===== config.mk =====
export PLATFORM = sky130hd
export DESIGN_NAME = quad_window_ctrl
export DESIGN_NICKNAME = d
export VERILOG_FILES = /design/src/rtl/quad_window_ctrl.sv
export SDC_FILE = /design/constraint.sdc
export NUM_CORES = 1
export LEC_CHECK = 0
export BUFFER_PORTS_ARGS = -buffer_cell sky130_fd_sc_hd__buf_2
export CAP_MARGIN = 40
export CORE_MARGIN = 2
export CORE_UTILIZATION = 37
export CTS_BUF_LIST = sky130_fd_sc_hd__clkbuf_4
export DETAILED_ROUTE_END_ITERATION = 8
export HOLD_SLACK_MARGIN = 0.06
export PLACE_DENSITY = 0.6
export SYNTH_ARGS = -nofsm -noshare
export SYNTH_HDL_FRONTEND = slang
export SYNTH_SLANG_ARGS = --single-unit
export TNS_END_PERCENT = 5

===== constraint.sdc =====
create_clock -name clk -period 8.9 [get_ports clk]
set_input_delay 0 -clock clk [delete_from_list [all_inputs] [get_ports clk]]
set_output_delay 0 -clock clk [all_outputs]
set_load 0.01 [all_outputs]

===== src/rtl/quad_window_ctrl.sv =====
// Sensor-pair quadrature decoder and fixed-length measurement window scheduler.
// Latency: raw sensor change to position update is FILT+3 clocks; the result is latched on the last window cycle.
// Backpressure: the result holds in REPORT with meas_valid high until meas_ready; position tracking never stalls.
module quad_window_ctrl #(
  parameter int CNT_W = 16,
  parameter int WIN_W = 16,
  parameter int FILT  = 2
) (
  input  logic                    clk,
  input  logic                    reset,
  input  logic                    enable,
  input  logic [WIN_W-1:0]        win_len,
  input  logic                    sensor1_data,
  input  logic                    sensor2_data,
  input  logic                    pos_clr,
  output logic signed [CNT_W-1:0] position,
  output logic                    meas_valid,
  input  logic                    meas_ready,
  output logic signed [CNT_W-1:0] meas_steps,
  output logic [7:0]              meas_errors,
  output logic [1:0]              meas_dir,
  output logic                    busy
);

  localparam int FC_W = $clog2(FILT + 1);
  localparam logic [FC_W-1:0]  FILT_MAX = FC_W'(FILT);
  localparam logic [CNT_W-1:0] ST_MAX   = {1'b0, {(CNT_W-1){1'b1}}};
  localparam logic [CNT_W-1:0] ST_MIN   = {1'b1, {(CNT_W-1){1'b0}}};

  typedef enum logic [1:0] {IDLE, ARM, MEASURE, REPORT} state_t;

  state_t           state, state_nxt;
  logic [1:0]       sync_meta, sync_code;
  logic [1:0]       cand_code, acc_code;
  logic [FC_W-1:0]  stable_cnt;
  logic             code_valid;
  logic             code_accept;
  logic [1:0]       step_diff;
  logic             step_fwd, step_rev, step_err;
  logic [WIN_W-1:0] win_cnt;
  logic             win_last;
  logic [CNT_W-1:0] win_steps, steps_nxt;
  logic [7:0]       win_errors, errors_nxt;
  logic [1:0]       dir_nxt;

  // Position along the Gray cycle 00,01,11,10 so a step is a difference of +-1 mod 4
  function automatic logic [1:0] gray_idx(input logic [1:0] c);
    return {c[1], c[1] ^ c[0]};
  endfunction

  // Two-flop synchroniser for the asynchronous sensor pair, code = {sensor2, sensor1}
  always_ff @(posedge clk) begin
    if (reset) begin
      sync_meta <= 2'b00;
      sync_code <= 2'b00;
    end else begin
      sync_meta <= {sensor2_data, sensor1_data};
      sync_code <= sync_meta;
    end
  end

  // Glitch filter: a code must be seen FILT cycles in a row before it is accepted
  always_ff @(posedge clk) begin
    if (reset) begin
      cand_code  <= 2'b00;
      stable_cnt <= '0;
      acc_code   <= 2'b00;
      code_valid <= 1'b0;
    end else begin
      if (sync_code != cand_code) begin
        cand_code  <= sync_code;
        stable_cnt <= FC_W'(1);
      end else if (stable_cnt != FILT_MAX) begin
        stable_cnt <= stable_cnt + FC_W'(1);
      end
      if (code_accept) begin
        acc_code   <= cand_code;
        code_valid <= 1'b1;
      end
    end
  end

  // Step decode; the first accepted code after reset only establishes the reference
  always_comb begin
    code_accept = (stable_cnt == FILT_MAX) && (!code_valid || (cand_code != acc_code));
    step_diff   = gray_idx(cand_code) - gray_idx(acc_code);
    step_fwd    = code_accept && code_valid && (step_diff == 2'd1);
    step_rev    = code_accept && code_valid && (step_diff == 2'd3);
    step_err    = code_accept && code_valid && (step_diff == 2'd2);
  end

  // Free-running position, wraps naturally; pos_clr beats a coincident step
  always_ff @(posedge clk) begin
    if (reset || pos_clr) position <= '0;
    else if (step_fwd)    position <= position + CNT_W'(1);
    else if (step_rev)    position <= position - CNT_W'(1);
  end

  // Saturating window accumulators including this cycle's event, plus the direction code
  always_comb begin
    steps_nxt = win_steps;
    if (step_fwd && (win_steps != ST_MAX))      steps_nxt = win_steps + CNT_W'(1);
    else if (step_rev && (win_steps != ST_MIN)) steps_nxt = win_steps - CNT_W'(1);
    errors_nxt = win_errors;
    if (step_err && (win_errors != 8'hFF)) errors_nxt = win_errors + 8'd1;
    if (errors_nxt != 8'd0)            dir_nxt = 2'b10;
    else if (steps_nxt == '0)          dir_nxt = 2'b01;
    else if (steps_nxt[CNT_W-1])       dir_nxt = 2'b00;
    else                               dir_nxt = 2'b11;
    win_last = (win_cnt == WIN_W'(1));
  end

  // State register
  always_ff @(posedge clk) begin
    if (reset) state <= IDLE;
    else       state <= state_nxt;
  end

  // Next-state logic; disabling mid-window aborts and discards the window
  always_comb begin
    state_nxt = state;
    case (state)
      IDLE:    if (enable) state_nxt = ARM;
      ARM:     state_nxt = MEASURE;
      MEASURE: begin
        if (!enable)      state_nxt = IDLE;
        else if (win_last) state_nxt = REPORT;
      end
      REPORT:  if (meas_ready) state_nxt = enable ? ARM : IDLE;
      default: state_nxt = IDLE;
    endcase
  end

  // Outputs decoded from state
  always_comb begin
    busy       = (state != IDLE);
    meas_valid = (state == REPORT);
  end

  // Window counter, accumulators and result latch; results hold outside the final cycle
  always_ff @(posedge clk) begin
    if (reset) begin
      win_cnt     <= '0;
      win_steps   <= '0;
      win_errors  <= 8'd0;
      meas_steps  <= '0;
      meas_errors <= 8'd0;
      meas_dir    <= 2'b00;
    end else begin
      case (state)
        ARM: begin
          win_cnt    <= (win_len == '0) ? WIN_W'(1) : win_len;
          win_steps  <= '0;
          win_errors <= 8'd0;
        end
        MEASURE: begin
          win_cnt    <= win_cnt - WIN_W'(1);
          win_steps  <= steps_nxt;
          win_errors <= errors_nxt;
          if (enable && win_last) begin
            meas_steps  <= steps_nxt;
            meas_errors <= errors_nxt;
            meas_dir    <= dir_nxt;
          end
        end
        default: ;
      endcase
    end
  end

endmodule


Word-level counts from Yosys, hierarchy flattened
Index checks and enable logic that the tools add are counted.
- flip-flop bits (word level): 95
- bits in latches: 0
- bits in writable memories: 0
- memory bits (read-only): 0
- input port bits: 23
- output and inout bits: 44
- word-level logic and storage cells: 85
- memories kept: 0
- $add $sub $neg: 8
- multipliers: 0
- div/mod/pow operators: 0
- order comparisons: 0
- equal/unequal tests: 17
- shifts and indexed selects: 0
- muxes and demuxes: 20
- bitwise operators: 2
- reductions and logical operators: 23
- operators by type and width (kind ; count):
    $mux 16 ; 5
    $pmux 16 s2 ; 2
    $logic_not 16->1 ; 2
    $sub 16x1->16 const B ; 2
    $add 16x1->16 const B ; 1
    $add 16x2->16 const B ; 1
    $eq 16x1->1 const B ; 1
    $ne 16x15->1 const B ; 1
    $ne 16x16->1 const B ; 1
    $pmux 8 s2 ; 1
    $sub 16x2->16 const B ; 1
    $mux 2 ; 7
    $eq 2x2->1 const B ; 5
    $logic_and 1x1->1 ; 9
    $add 8x1->8 const B ; 1
    $mux 8 ; 1
    $ne 8x8->1 const B ; 1
    $pmux 2 s4 ; 1
    $reduce_bool 2->1 ; 4
    $reduce_bool 8->1 ; 1
    $eq 2x1->1 const B ; 2
    $ne 2x2->1 ; 2
    $ne 2x2->1 const B ; 2
    $mux 1 ; 3
    11 further kinds ; 13

Depth between registers and ports, before layout
Gate-level depths: netlist of run 1.
- word-level depth: 11
- gate-level depth with buffers: 15
- gate-level depth less buffers: 14

Worst setup path after synthesis of run 1
Ideal clock, no wire load.
- kind: register -> register
- start point: register cand_code[0]
- end point: register position[14]
- setup time: 0.062 ns
- arrival time: 3.819 ns
- required time: 8.838 ns
- slack: 5.019 ns
- stages on the path, launching flop included: 16
- buffers on the path: 1
- period minus slack after synthesis: 3.881 ns
- path through: dfxtp_1 > clkbuf_1 > xnor2_1 > ha_1 > and3b_1 > o211ai_1 > inv_1 > fa_1 > nor2b_1 > o21a_1 > o21ai_0 > a211oi_1 > nor3_1 > o31a_1 > or4_1 > nand3_1
- longest elaborated chain between the ends: 6
- elaborated cells on any way between the ends: 12
- those cells by class: add/sub: 1; eq/ne: 3; mux: 1; bitwise: 1; reduce/logical: 6
- ends and longest elaborated chain (item ; RTL line ; source):
    start, declared ; 34 ; logic [1:0] cand_code, acc_code;
    start signal, assigned ; 71 ; cand_code <= sync_code;
    branches (longest 6 deep; another with $sub 2x2->2) ; n/a ;
    end signal, assigned ; 95 ; else if (step_fwd) position <= position + CNT_W'(1);
    end signal, assigned ; 96 ; else if (step_rev) position <= position - CNT_W'(1);
    end, declared ; 16 ; output logic signed [CNT_W-1:0] position,
Several ways; the timed one is not identified.
A chain may end at the register's enable or synchronous reset.

Final worst setup path of run 1
- start point: register cand_code[1]
- end point: register position[14]
The elaborated chain is that of the path after synthesis.

==> results of run 1 <==
worst max path at each step:
stage / depth (start not counted) / startpoint / to
after floorplan: 15 / cand_code[0] / position[14]
after global placement: 15 / acc_code[1] / position[14]
after detailed placement: 15 / acc_code[1] / position[14]
after CTS: 15 / acc_code[1] / position[14]
after global routing: 15 / cand_code[1] / position[14]
final: 15 / cand_code[1] / position[14]
power groups by stage:
stage | sequential, W | clock [W] | combinational, W
floorplan | 0.000472 | 0 | 0.000165
global placement | 0.000479 | 0 | 0.000210
detailed placement | 0.000478 | 0 | 0.000210
CTS | 0.000469 | 0.000242 | 0.000220
global route | 0.000474 | 0.000257 | 0.000257
finish | 0.000469 | 0.000231 | 0.000219
worst reg2reg max path, delay by kind of cell (launching register included):
family,cells,cell delay (ns)
and+or+nand+nor,4,0.81
adders and majority gates,2,0.59
DFF,1,0.52
AOI/OAI and AO/OA,5,1.05
xor gates and xnor gates,2,0.43
buffers and inverters,2,0.44
flip-flops by register name, indices dropped and copies added, names as in the netlist:
register / flops
acc_code: 2
cand_code: 2
code_valid: 1
meas_dir: 2
meas_errors: 8
meas_steps: 16
position: 16
stable_cnt: 2
state: 2
sync_code: 2
sync_meta: 2
win_cnt: 16
win_errors: 8
win_steps: 16
cells in the mapped netlist, drive strengths merged, types with 4 or more instances:
cell | number | area, um^2
clkbuf | 37 | 140.1
nor2 | 89 | 334.1
or4 | 5 | 45.04
o2bb2ai | 6 | 52.55
dfxtp | 95 | 1902
ha | 25 | 312.8
nand3 | 23 | 115.1
nand4 | 6 | 37.54
and2 | 5 | 31.28
or3 | 15 | 96.34
nand3b | 4 | 30.03
nor2b | 10 | 62.56
o21a | 4 | 30.03
buf | 13 | 90.08
a22oi | 21 | 157.7
nor3 | 30 | 150.1
inv | 24 | 90.09
xor2 | 11 | 96.34
o21ai | 31 | 155.1
a21oi | 70 | 350.3
nand2 | 113 | 424.2
o31ai | 4 | 30.03
xnor2 | 26 | 227.7
a211oi | 7 | 52.55
mux2i | 5 | 50.05
nand2b | 4 | 25.02
nand4b | 4 | 35.03
nor4 | 26 | 183.9
cell type report:
| class | instances | area [um^2] | share of cell area (%) |
|---|---|---|---|
| multi-input cells | 600 | 3595 | 54.55 |
| flip-flops and latches | 95 | 1902 | 28.86 |
| repair buffers | 95 | 613.1 | 9.303 |
| well taps | 211 | 264.0 | 4.006 |
| inverters | 24 | 90.09 | 1.367 |
| clock buffers | 10 | 75.07 | 1.139 |
| clock inverters | 4 | 48.80 | 0.7405 |
| diodes | 1 | 2.502 | 0.03797 |
metrics by stage:
step	hold slack (ns)	cells	worst slack [ns]	util [%]	power [W]
after floorplan	0.1282	769	5.019	-	0.0006374
after CTS	0.2161	1039	5.006	43.17	0.0009313
after global routing	0.2644	1040	4.758	43.19	0.0009876
after detailed placement	0.2214	1002	5.042	40.85	0.0006886
final	0.2598	1040	5.014	43.19	0.0009197
after global placement	0.2163	1001	5.110	40.75	0.0006891
per-layer routing:
layer	vias up	GRT usage (%)
li1	2859	-
met1	2534	24.72
met2	105	28.61
met3	16	2.395
met4	0	7.928
met5	-	0
logic make-up (layout without fill, tap and decap cells):
| logic type | count (synthesis) | count (layout) | synth area share [%] |
|---|---|---|---|
| xor+xnor | 39 | 39 | 6.367 |
| simple gates | 352 | 352 | 29.55 |
| buf+inv | 74 | 133 | 5.506 |
| compound gates | 177 | 177 | 19.10 |
| mux | 6 | 6 | 1.054 |
| flops | 95 | 95 | 32.70 |
| other cells | 0 | 1 | 0 |
| fa+ha+maj | 26 | 26 | 5.722 |
==> impl_metrics.tcl, run 1 <==
set metrics [dict create \
    drive_gt1_share_pct 11.96 \
    final_cell_mix "nand2_1, dfxtp_1, nor2_1" \
    top_layer "met4" \
    synthArstFlopShare_pct 0 \
    start_kind "register" \
    num_rows 45 \
    postSynthCellCount 769 \
    grt_max_degree 80 \
    final_common_cell "nand2_1" \
    avgSynthCellArea_um2 7.564 \
    dieArea_um2 16740 \
    clk_latency_ns 0.49 \
    grt_pass1_wl_um 24380 \
    dp_hpwl_um 9998 \
    ys_warn_count 0 \
    ys_seq_area_share_pct 32.70 \
    drc 0 \
    ir_drop_mv 0.1442 \
    cts_setup_buffers 0 \
    cts-root-buf "clkbuf_4" \
    regToRegSetupSlack_ns 5.01 \
    crit_fanout 22 \
    netlist-cell-type-count 70 \
    htreeDepth 3 \
    io_pins 67 \
    wl_per_cell_um 14.00 \
    path_buf_inv 2 \
    fin_crit_sh_pct 43.67 \
    drt-initial-drc-count 334 \
    tightest_slew_ns 0.8745 \
    clockPowerShare_pct 25.2 \
    ant_nets 0 \
    path_class "reg -> reg" \
    cts_resized 0 \
    numCtsBuffers 9 \
    grt.overflow.total 0 \
    numPortBuffers 66 \
    grt_pass1_vias 5043 \
    crit_family "compound AO/OA/AOI/OAI gates" \
    slew_headroom_pct 41.45 \
    cts_hold_buf 23 \
    yosys_register_bits 95 \
    power_switching_w 0.0003074 \
    pwr-share-seq_pct 51.0 \
    stdcell_area_um2 6590 \
    hp-start "sensor1_data" \
    critPathMaxStageDelay_ns 0.52 \
    switching_share_pct 33.42 \
    cp_cell_sequence "xnor2_1 -> ha_1 -> xnor3_1 -> o211ai_1 -> buf_4 -> inv_1 -> fa_1 -> nor2b_1 -> o21a_1 -> o21ai_0 -> a211oi_1 -> nor3_1 -> o31a_1 -> or4_1 -> nand3_1" \
    wl_met1_um 7204 \
    place_area_um2 6233 \
    setup_viol 0 \
    holdPathEnd "sync_meta[0]" \
    max_freq_mhz 257.3 \
    areaGrowthSynthToFinish_pct 13.29 \
    grt_antenna_before_repair 1 \
    syn-cell-area_um2 5817 \
    track_usage_pct 18.09 \
    nets 874 \
    powerDensity_nw_per_um2 139.6 \
    viasPerCell 5.302 \
    min_path_cells 3 \
    reg2reg_depth 15 \
    place_congestion 0.8391 \
    drt-total-wl_um 14560 \
    min_period_ns 3.886 \
    maxSlewViolCount 0 \
    p_int_w 0.0006123 \
    clkSinkCount 95 \
    p_leak_nw 2.571 \
    met2_length_um 6588 \
    dr.pass1.iters 5 \
    ctsLongestPathBuffers 2 \
    cp.required_ns 9.34 \
    met3_length_um 504 \
    core_area_um2 15260 \
    clock_skew_ns 0.01578 \
    rsz0062_at_grt "no" \
    hp-class "in -> reg" \
    start_util_pct 38.12 \
    synth_edf_count 0 \
    r2r_start "cand_code[1]" \
    hold_viol_final 0 \
    cts_tree "done" \
    fp.dieW_um 129.4 \
    max-cap-violations 0 \
    combinationalPowerShare_pct 23.8 \
    fillCellCount 1589 \
    die_h_um 129.4 \
    cp_slowest_cell "dfxtp_1" \
    synthesis.nets 818 \
    arrival_ns 4.33 \
    vias 5514 \
    fin_setup_tns_ns 0 \
    outcome "finished clean" \
    ys.flop_type "dfxtp_1" \
    worstReg2RegEnd "position[14]" \
    end_kind "register" \
    clkSlewWorstSetupHoldPaths_ns 0.15 \
]
(Power assumes the default switching activity.)
==> run 2, diff against run 1 <==
==> constraint.sdc (replaced) <==
create_clock -name clk -period 3.65 [get_ports clk]
set_input_delay 0 -clock clk [delete_from_list [all_inputs] [get_ports clk]]
set_output_delay 0 -clock clk [all_outputs]
set_load 0.01 [all_outputs]
==> impl_metrics.tcl, run 2 (synthesized netlist as in run 1, its figures left out) <==
set metrics [dict create \
    drt-initial-drc-count 343 \
    tightest_slew_ns 0.8497 \
    start_kind "register" \
    ant_nets 0 \
    fillCellCount 1565 \
    slew_headroom_pct 43.36 \
    max_freq_mhz 299.3 \
    die_h_um 129.4 \
    dp_hpwl_um 10460 \
    nets 892 \
    max-cap-violations 0 \
    arrival_ns 3.69 \
    pre_cts_ws_ns 0.1658 \
    outcome "finished clean" \
    clockPowerShare_pct 27.6 \
    final_cell_mix "nand2_1, dfxtp_1, nor2_1" \
    p_int_w 0.001580 \
    whs_ns 0.2690 \
    clkSlewWorstSetupHoldPaths_ns 0.14 \
    min_path_cells 3 \
    grt_pass1_wl_um 25390 \
    cts_setup_buffers 0 \
    clk_latency_ns 0.47 \
    num_antenna_cells 0 \
    maxSlewViolCount 0 \
    setup_viol 0 \
    drc 0 \
    place_congestion 0.8843 \
    crit_fanout 8 \
    fp.dieW_um 129.4 \
    multi_input_area_um2 3613 \
    drt-total-wl_um 15000 \
    reg2reg_depth 14 \
    io_pins 67 \
    fin_crit_sh_pct 91.54 \
    clock_skew_ns 0.01953 \
    viasPerCell 5.307 \
    powerDensity_nw_per_um2 346.4 \
    rsz0062_at_grt "yes" \
    ir_drop_mv 0.2392 \
    cp.required_ns 4.00 \
    switching_share_pct 32.63 \
    path_class "reg -> reg" \
    power_switching_w 0.0007654 \
    dieArea_um2 16740 \
    grt.overflow.total 0 \
    grt_antenna_before_repair 0 \
    areaGrowthSynthToFinish_pct 16.43 \
    vias 5615 \
    pwr-share-seq_pct 48.8 \
    combinationalPowerShare_pct 23.6 \
    start_util_pct 38.12 \
    numCtsBuffers 9 \
    wl_per_cell_um 14.18 \
    cts_tree "done" \
    clkSinkCount 95 \
    fin_ws_ns 0.3090 \
    core_area_um2 15260 \
    drive_gt1_share_pct 15.11 \
    htreeDepth 3 \
    track_usage_pct 18.61 \
    end_kind "register" \
    min_period_ns 3.341 \
    p_leak_nw 2.682 \
    num_rows 45 \
    grt_pass1_vias 5173 \
    seq_area_um2 1908 \
    hold_viol_final 0 \
    fin_setup_tns_ns 0 \
    hp-class "in -> reg" \
    grt_max_degree 77 \
    numPortBuffers 66 \
    final_common_cell "nand2_1" \
    cts-root-buf "clkbuf_4" \
    dr.pass1.iters 5 \
    ctsLongestPathBuffers 2 \
]
-- run 2: layout make-up --
type | instances | area share [%]
multi-input combinational | 600 | 53.35
sequential | 95 | 28.17
timing repair buffer | 113 | 10.94
tap | 211 | 3.898
inverter | 24 | 1.330
clock inverter | 5 | 1.201
clock buffer | 10 | 1.108
-- run 2: power by group through the flow --
stage                     sequential (W)  clock [W]  combinational [W]
after global placement           0.00117          0           0.000530
after CTS                        0.00114   0.000673           0.000555
final                            0.00114   0.000646           0.000555
after floorplan                  0.00115          0           0.000403
after global routing             0.00115   0.000715           0.000637
after detailed placement         0.00117          0           0.000530
-- run 2: critical path: stages (launching register included) --
cell and delay, ns:
dfxtp_4 0.42, xor2_1 0.17, ha_2 0.29, and3b_1 0.25
o211ai_1 0.18, buf_4 0.22, ha_1 0.29, a211o_1 0.29
o211ai_1 0.16, a211o_1 0.22, nand3_1 0.12, a31o_2 0.25
mux2i_1 0.13, o21ai_0 0.16, o31ai_1 0.09
-- run 2: per-layer routing --
layer / vias up / GRT usage (%) / wire (um)
met4: 0 / 6.074 / 309
met5: - / 0 / 0
met1: 2572 / 25.13 / 7280
met3: 20 / 4.129 / 661
met2: 128 / 29.57 / 6751
li1: 2895 / - / -
-- run 2: through the flow --
step                instances  util (%)  cell area, um^2  total power, W
detailed placement       1020     41.81             6380        0.001697
CTS                      1058     44.35             6766        0.002372
finish                   1058     44.39             6773        0.002346
global placement         1019     41.76             6372        0.001697
global route             1058     44.39             6773        0.002507
floorplan                 769         -             5858        0.001555
-- run 2: path summary, 6_finish.rpt --
| kind | start | end | slack (ns) |
|---|---|---|---|
| worst max-delay path | acc_code[1] | position[15] | 0.31 |
| worst min-delay path | sensor2_data | sync_meta[1] | 0.27 |
| worst max register to register | acc_code[1] | position[15] | 0.31 |
| worst min register to register | sync_meta[1] | sync_code[1] | 0.45 |
-- run 2: what timing repair did --
action | in CTS | in global routing
endpoints found under the setup margin | 0 | 4
resized for setup | 0 | 5
hold buffers | 23 | 0
hold endpoints to repair | 38 | 0
